$ cat src/rtl/freq_cal.sv
// Gate-length meter: counts prescaled clock ticks while en is high, saturating at 63.
// The result holds after en falls and clears only at the next gate start or on reset.
module freq_cal #(
  parameter int DIV = 4
) (
  input  logic       en,
  input  logic       clk,
  input  logic       reset,
  output logic [5:0] q
);

  localparam int PW = (DIV > 1) ? $clog2(DIV) : 1;
  localparam logic [PW-1:0] PRE_LAST = PW'(DIV - 1);

  logic          en_dly_q;
  logic [PW-1:0] pre_q, pre_d;
  logic [5:0]    cnt_q, cnt_d;

  always_comb begin
    pre_d = pre_q;
    cnt_d = cnt_q;
    if (!en) begin
      pre_d = '0;
    end else if (!en_dly_q) begin
      // Rising gate: drop the previous result and restart the prescaler.
      pre_d = '0;
      cnt_d = '0;
    end else if (pre_q == PRE_LAST) begin
      pre_d = '0;
      if (cnt_q != 6'd63) cnt_d = cnt_q + 6'd1;
    end else begin
      pre_d = pre_q + PW'(1);
    end
  end

  always_ff @(posedge clk or posedge reset) begin
    if (reset) begin
      en_dly_q <= 1'b0;
      pre_q    <= '0;
      cnt_q    <= '0;
    end else begin
      en_dly_q <= en;
      pre_q    <= pre_d;
      cnt_q    <= cnt_d;
    end
  end

  assign q = cnt_q;

endmodule

$ cat config.mk
export PLATFORM = sky130hd
export DESIGN_NAME = freq_cal
export DESIGN_NICKNAME = d
export VERILOG_FILES = /design/src/rtl/freq_cal.sv
export SDC_FILE = /design/constraint.sdc
export NUM_CORES = 1
export LEC_CHECK = 0
export ABC_AREA = 1
export BUFFER_PORTS_ARGS = -buffer_cell sky130_fd_sc_hd__buf_2
export CAP_MARGIN = 20
export CORE_AREA = 8 8 45 47
export CTS_CLUSTER_DIAMETER = 50
export CTS_CLUSTER_SIZE = 14
export DETAILED_ROUTE_END_ITERATION = 8
export DIE_AREA = 0 0 53 55
export GPL_ROUTABILITY_DRIVEN = 1
export PLACE_DENSITY_LB_ADDON = 0.05
export SYNTH_ARGS = -nofsm -noshare
export SYNTH_HDL_FRONTEND = slang
export SYNTH_SLANG_ARGS = --single-unit
$ cat constraint.sdc
create_clock -name clk -period 1.23 [get_ports clk]
set_input_delay 0.0615 -clock clk [delete_from_list [all_inputs] [get_ports clk]]
set_output_delay 0.0615 -clock clk [all_outputs]
set_load 0.005 [all_outputs]
==> results of run 1 <==
==> worst max-delay path, stage by stage, from the launching register on <==
cell and delay, ns:
sky130_fd_sc_hd__dfrtp_1 0.35, sky130_fd_sc_hd__ha_2 0.18, sky130_fd_sc_hd__nand2_2 0.08, sky130_fd_sc_hd__nor2_4 0.13
sky130_fd_sc_hd__nand3_4 0.11, sky130_fd_sc_hd__nand2_4 0.13, sky130_fd_sc_hd__nand2_1 0.07, sky130_fd_sc_hd__o21ai_2 0.05
==> cells by family (layout without fill, tap and decap cells) <==
logic type	after synthesis	count (layout)
DFF	9	9
buffers and inverters	8	30
and+or+nand+nor	29	30
AOI/OAI and AO/OA	8	8
adders and majority gates	2	2
==> stage by stage <==
step	power, mW	utilization, %
after floorplan	0.411	-
after global placement	0.468	42.4
after detailed placement	0.469	42.4
after CTS	0.710	46.1
after global routing	0.771	49.5
final	0.714	49.5
==> placed cells by master (no fill, tap or decap), types with 2 or more instances in the layout <==
cell / synthesis / routed
sky130_fd_sc_hd__nand3_1: 6 / 5
sky130_fd_sc_hd__o21ai_1: 1 / 2
sky130_fd_sc_hd__dlygate4sd3_1: 0 / 2
sky130_fd_sc_hd__o21ai_2: 4 / 4
sky130_fd_sc_hd__clkbuf_4: 0 / 3
sky130_fd_sc_hd__nand2_1: 13 / 13
sky130_fd_sc_hd__nand2_4: 0 / 2
sky130_fd_sc_hd__nor2_1: 4 / 3
sky130_fd_sc_hd__buf_2: 0 / 8
sky130_fd_sc_hd__buf_4: 1 / 10
sky130_fd_sc_hd__inv_1: 6 / 6
sky130_fd_sc_hd__dfrtp_1: 9 / 9
sky130_fd_sc_hd__o21bai_1: 2 / 2
==> layer usage <==
layer / vias to the layer above / share of wire, % / track usage, %
li1: 225 / - / -
met1: 186 / 48 / 10.5
met2: 6 / 46 / 11.9
met3: 0 / 6.1 / 3.48
met4: 0 / 0 / 5.17
met5: - / 0 / 0
==> cell type report <==
class                      count  area [sq um]  area share, %
timing repair buffer          20           135           19.7
multi-input combinational     40           255           37.3
clock buffer                   4          26.3           3.84
tap                           16          20.0           2.93
sequential                     9           225           32.9
inverter                       6          22.5           3.29
==> power breakdown <==
| part | internal (mW) | total (mW) | switching (mW) | leakage, nW |
|---|---|---|---|---|
| Clock | 0.125 | 0.226 | 0.101 | 0.0150 |
| Sequential | 0.316 | 0.330 | 0.0142 | 0.120 |
| Combinational | 0.0822 | 0.158 | 0.0761 | 0.209 |
==> flip-flops by register name, indices dropped and copies added (netlist names) <==
register  flops
q             6
pre_q         2
en_dly_q      1
==> worst max path at each step <==
stage / endpoint / slack [ns] / depth (start not counted)
global route: q[5]$_DFFE_PP0P_ / -0.03 / 7
CTS: q[4]$_DFFE_PP0P_ / 0.006 / 6
floorplan: q[2]$_DFFE_PP0P_ / 0.002 / 8
global placement: q[4]$_DFFE_PP0P_ / -0.009 / 6
finish: q[3]$_DFFE_PP0P_ / 0.04 / 7
detailed placement: q[4]$_DFFE_PP0P_ / -0.03 / 6
==> repair_timing <==
action,in CTS,in global routing
gates cloned,0,1
endpoints found under the setup margin,6,6
setup buffers,0,2
pin swaps,0,4
hold buffers,2,0
endpoints found under the hold margin,10,0
resized for setup,1,6
==> flow_summary_export.csv, run 1 <==
group,metric,value,unit
logic_synthesis,synth_top_flop_cell,"sky130_fd_sc_hd__dfrtp_1",
die,placementRows,14,
grt,grt_usage,8.47,%
critical_path,cp.arrival,1.37,ns
cts,cts-root-to-sink-buffers,2,
grt,grt_first_pass_wirelength,1770,um
sta,finalCriticalPeriod,1.19,ns
logic_synthesis,post_synth_fa_ha_maj_area_fraction,5.18,%
logic_synthesis,synthSimpleGateAreaFrac,27.2,%
critical_path,critical_path_launch_point,"q[1]$_DFFE_PP0P_",
cts,tritoncts.num_buffers,3,
routing,detail_route.drc_violations,0,
cts,cts.reportedPaths.clkPinSlew,0.07,ns
cts,cts_root_buffer,"sky130_fd_sc_hd__clkbuf_4",
sta,final_max_slew_viol_count,0,
pwr,power.ir.vdd_worst,0.551,mV
logic_synthesis,netlist_top_cells_count,"sky130_fd_sc_hd__nand2_1, sky130_fd_sc_hd__dfrtp_1, sky130_fd_sc_hd__inv_1, sky130_fd_sc_hd__nand3_1",
layout,drive_above_1_share,41.8,%
placed_design,dp_hpwl,806,um
placed_design,post_dp_cell_area,587,sq um
routing,initialDrtViolationCount,8,
cts,cts_tree,"built",
grt,grt-ovfl-total,0,
logic_synthesis,synth_most_common_cell,"sky130_fd_sc_hd__nand2_1",
routing,vias_per_cell,4.39,
logic_synthesis,post_synth_instance_area,483,sq um
logic_synthesis,postSynth.asyncResetShare,100,%
layout,finish.instance_area,684,sq um
die,coreArea,1380,sq um
critical_path,setup.reg_to_reg.worst_slack,0.04,ns
cts,cts.sinks,9,
layout,finalNonFillerCells,95,
grt,grt_antenna_before_repair,0,
status,status,"finished clean",
routing,drtPass1Iterations,4,
routing,num_vias,417,
logic_synthesis,synth.top_cell.area_share,46.6,%
critical_path,data_required_time_of_the_critical_path,1.41,ns
logic_synthesis,synth_seq_area_share,46.6,%
placed_design,finalWeightedCongestion,0.735,
layout,insertedDiodeCount,0,
sta,max_slew.worst_pin.slew,0.362,ns
critical_path,start_to_end_type_of_the_worst_setup_path,"reg2reg",
logic_synthesis,fraction_of_the_mapped_netlist_area_in_compound_gates,12.4,%
die,fp.dieW,53,um
placed_design,dpl.cell_count,86,
sta,hold_viol,0,
routing,final_antenna_net_count,0,
logic_synthesis,synth_top_family_by_area,"simple AND/OR/NAND/NOR gates",
sta,rsz_0062_raised_after_global_routing,"true",
layout,finish.net_count,85,
critical_path,ff2ff_path_depth,7,
routing,totalWireLength,1110,um
layout,n_fill_cell,144,
flow_run,max_cap_viol_count,0,
sta,setup_viol_count_final,0,
grt,grt_start_max_net_pins,13,
cts,clkLatencyLatePin,0.26,ns
logic_synthesis,ys_seq_elements,9,
die,io_pins,9,
placed_design,numPortBuffers,8,
routing,routedWlPerCell,11.6,um
logic_synthesis,synthCells,56,
sta,timing.setup.tns,0,ns
critical_path,timing.critical_path.from_type,"flip-flop",
logic_synthesis,synthesis.yosys.warnings,0,
sta,finalWorstSetupSlack,0.0447,ns
critical_path,cp-end-kind,"flip-flop",
logic_synthesis,synth_area_leader_cell,"sky130_fd_sc_hd__dfrtp_1",
grt,via_count_of_the_first_global_routing_pass,414,
sta,slew_headroom,75.9,%
pwr,static-leakage-power,0.345,nW
sta,fin_hold_ws,0.304,ns
critical_path,cp_max_fo,6,
pwr,p_per_area,1040,nW/um^2
sta,clock.fmax,844,MHz
logic_synthesis,netlist_top_cells_area,"sky130_fd_sc_hd__dfrtp_1, sky130_fd_sc_hd__nand2_1, sky130_fd_sc_hd__o21ai_2, sky130_fd_sc_hd__nand3_1, sky130_fd_sc_hd__ha_1",
logic_synthesis,mean_post_synth_cell_area,8.62,sq um
sta,clock_skew,0.00939,ns
die,starting_density_of_the_core,34.9,%
die,chipHeight,55,um
logic_synthesis,post_synth_xor_xnor_area,0,%
logic_synthesis,synth_edf_count,0,
die,die_area,2920,sq um
placed_design,post-place-ws,-0.0303,ns
min_path,hold_path_class,"in2async",
logic_synthesis,synth.area.mux_share,0,%
critical_path,r2r_start,"q[1]$_DFFE_PP0P_",
layout,area_growth,41.7,%
critical_path,worst_r2r_endpoint,"q[3]$_DFFE_PP0P_",
cts,cts_max_level,1,
logic_synthesis,ys_types,17,
logic_synthesis,syn_nets,61,
sta,layout_worst_path_cycle_share,96.4,%
(Power assumes the default switching activity.)
==> inputs of run 2 (changes only) <==
--- a/config.mk
+++ b/config.mk
@@ -8,13 +8,16 @@
 export ABC_AREA = 1
 export BUFFER_PORTS_ARGS = -buffer_cell sky130_fd_sc_hd__buf_2
 export CAP_MARGIN = 20
-export CORE_AREA = 8 8 45 47
+export CELL_PAD_IN_SITES_DETAIL_PLACEMENT = 1
+export CELL_PAD_IN_SITES_GLOBAL_PLACEMENT = 1
+export CORE_MARGIN = 8
+export CORE_UTILIZATION = 33
 export CTS_CLUSTER_DIAMETER = 50
 export CTS_CLUSTER_SIZE = 14
 export DETAILED_ROUTE_END_ITERATION = 8
-export DIE_AREA = 0 0 53 55
 export GPL_ROUTABILITY_DRIVEN = 1
 export PLACE_DENSITY_LB_ADDON = 0.05
+export REMOVE_ABC_BUFFERS = 1
 export SYNTH_ARGS = -nofsm -noshare
 export SYNTH_HDL_FRONTEND = slang
 export SYNTH_SLANG_ARGS = --single-unit
==> run 2 against run 1 <==
Against the previous run:
- clock skew fell by 0.0092 ns
- sequential power barely moved
- final cell count fell by 4.2%
- routed wire length rose by 11%
- highest routed layer is now met4
- non-clock buffer count fell by 4
- critical path type unchanged
- total power fell by 2.5%
- design area fell by 4.6%
- clock power barely moved
- core utilization fell by 4.0 points
- critical path depth fell by 1
- first-iteration DRC count rose by 13%
==> flow_summary_export.csv, run 2 (synthesis gave the netlist of run 1 again) <==
group,metric,value,unit
critical_path,data_required_time_of_the_critical_path,1.42,ns
pwr,power.ir.vdd_worst,0.618,mV
grt,grt_start_max_net_pins,10,
pwr,pwr-share-clk,32.4,%
critical_path,cp_max_fo,2,
pwr,fin_total_pwr,0.697,mW
layout,layout.cells.most_common,"sky130_fd_sc_hd__nand2_1",
grt,grt-ovfl-total,0,
layout,largest_register_ffs,6,
routing,final_antenna_net_count,0,
routing,vias_per_cell,4.87,
pwr,p_sw_share,27.3,%
routing,initialDrtViolationCount,9,
layout,finish.net_count,81,
cts,cts_max_level,1,
die,io_pins,9,
placed_design,dp_hpwl,857,um
critical_path,cp-end-kind,"flip-flop",
cts,cts.reportedPaths.clkPinSlew,0.06,ns
pwr,p_per_area,1070,nW/um^2
placed_design,post-place-ws,-0.0361,ns
die,die_area,2940,sq um
critical_path,crit_path_cell_trace,"ha_1 -> nand2_2 -> buf_4 -> o21bai_1 -> nand3b_1 -> o21ai_1",
routing,totalWireLength,1230,um
layout,drive_above_1_share,38.7,%
sta,clock.fmax,853,MHz
sta,finalCriticalPeriod,1.17,ns
critical_path,critPathMaxStageDelay,0.35,ns
cts,cts-root-to-sink-buffers,2,
sta,clock_skew,0.000180,ns
grt,grt_usage,10.2,%
sta,finalWorstSetupSlack,0.0574,ns
sta,layout_worst_path_cycle_share,95.3,%
die,placementRows,14,
status,status,"finished clean",
routing,detail_route.drc_violations,0,
cts,clkLatencyLatePin,0.26,ns
die,fp.dieW,54.3,um
layout,insertedDiodeCount,0,
layout,area_growth,35.2,%
critical_path,slowest_stage,"sky130_fd_sc_hd__dfrtp_1",
sta,max_slew.worst_pin.slew,0.352,ns
die,chipHeight,54.3,um
grt,grt_antenna_before_repair,0,
routing,num_vias,443,
placed_design,numPortBuffers,8,
grt,grt_first_pass_wirelength,2210,um
die,starting_density_of_the_core,33.6,%
die,coreArea,1440,sq um
grt,via_count_of_the_first_global_routing_pass,510,
critical_path,timing.critical_path.from_type,"flip-flop",
sta,setup_viol_count_final,0,
min_path,hold_path_class,"in2async",
cts,tritoncts.num_buffers,3,
critical_path,cp.arrival,1.36,ns
pwr,power.sequential.fraction,47.3,%
sta,slew_headroom,76.5,%
pwr,combinationalPowerShare,20.3,%
placed_design,finalWeightedCongestion,0.681,
critical_path,start_to_end_type_of_the_worst_setup_path,"reg2reg",
cts,cts.sinks,9,
cts,cts_tree,"built",
layout,mostFrequentLayoutCells,"sky130_fd_sc_hd__nand2_1, sky130_fd_sc_hd__buf_2, sky130_fd_sc_hd__dfrtp_1",
sta,rsz_0062_raised_after_global_routing,"true",
routing,drtPass1Iterations,4,
layout,n_fill_cell,179,
cts,cts_root_buffer,"sky130_fd_sc_hd__clkbuf_4",
sta,hold_viol,0,
routing,routedWlPerCell,13.5,um
flow_run,max_cap_viol_count,0,
pwr,static-leakage-power,0.325,nW
pwr,power.net_switching,0.190,mW
sta,final_max_slew_viol_count,0,
pwr,power_report.internal_total,0.506,mW
run 2: final timing paths:
check                      slack (ns)            endpoint               start  cells after the start
min reg2reg                      0.45  pre_q[0]$_DFF_PP0_  pre_q[0]$_DFF_PP0_                      1
min                              0.30    q[0]$_DFFE_PP0P_               reset                      3
max in group asynchronous        0.65  en_dly_q$_DFF_PP0_               reset                      3
max                              0.06    q[4]$_DFFE_PP0P_    q[0]$_DFFE_PP0P_                      6
max reg2reg                      0.06    q[4]$_DFFE_PP0P_    q[0]$_DFFE_PP0P_                      6
min in group clk                 0.45  pre_q[0]$_DFF_PP0_  pre_q[0]$_DFF_PP0_                      1
run 2: critical path, delay by kind of cell, from the launching register on:
family	cells	cell delay, ns
flip-flops	1	0.35
AO/OA/AOI/OAI	2	0.26
adder cells (fa/ha/maj)	1	0.17
AND/OR/NAND/NOR	2	0.18
buffers and inverters	1	0.15
run 2: layer usage:
metal  up-vias  wire [um]  global-route usage (%)
li1        216          -                       -
met4         0         14                    4.92
met2         9        618                    17.2
met3         2         64                    2.72
met5         -          0                       0
met1       216        532                    11.7
run 2: cell type report:
cell class	instances	area, sq um	area share [%]
clock buffer	4	26.3	4.02
tap	16	20.0	3.07
sequential	9	226	34.7
multi-input combinational	40	253	38.7
inverter	6	22.5	3.45
timing repair buffer	16	105	16.1
run 2: through the flow:
| stage | cells | utilization (%) | TNS [ns] | hold slack, ns | instance area [sq um] |
|---|---|---|---|---|---|
| CTS | 90 | 44.0 | 0 | 0.314 | 632 |
| floorplan | 54 | - | -0.0199 | -0.111 | 464 |
| detailed placement | 83 | 39.1 | -0.0869 | 0.0443 | 562 |
| global route | 91 | 45.5 | -0.0258 | 0.340 | 653 |
| finish | 91 | 45.5 | 0 | 0.302 | 653 |
| global placement | 83 | 39.1 | -0.00317 | 0.0399 | 562 |
run 2: power groups by stage:
stage | Sequential [mW] | Combinational [mW] | Clock [mW]
3_3_place_gp | 0.336 | 0.127 | 0
3_5_place_dp | 0.336 | 0.129 | 0
6_report | 0.329 | 0.141 | 0.226
5_1_grt | 0.333 | 0.160 | 0.258
4_1_cts | 0.331 | 0.140 | 0.235
2_1_floorplan | 0.344 | 0.0589 | 0
run 2: what timing repair did:
item / in CTS / in global routing
hold buffers: 2 / 0
cloned: 1 / 0
endpoints found under the setup margin: 6 / 6
resized for setup: 4 / 4
pin swaps: 2 / 4
endpoints found under the hold margin: 10 / 0
buffers inserted: 0 / 1
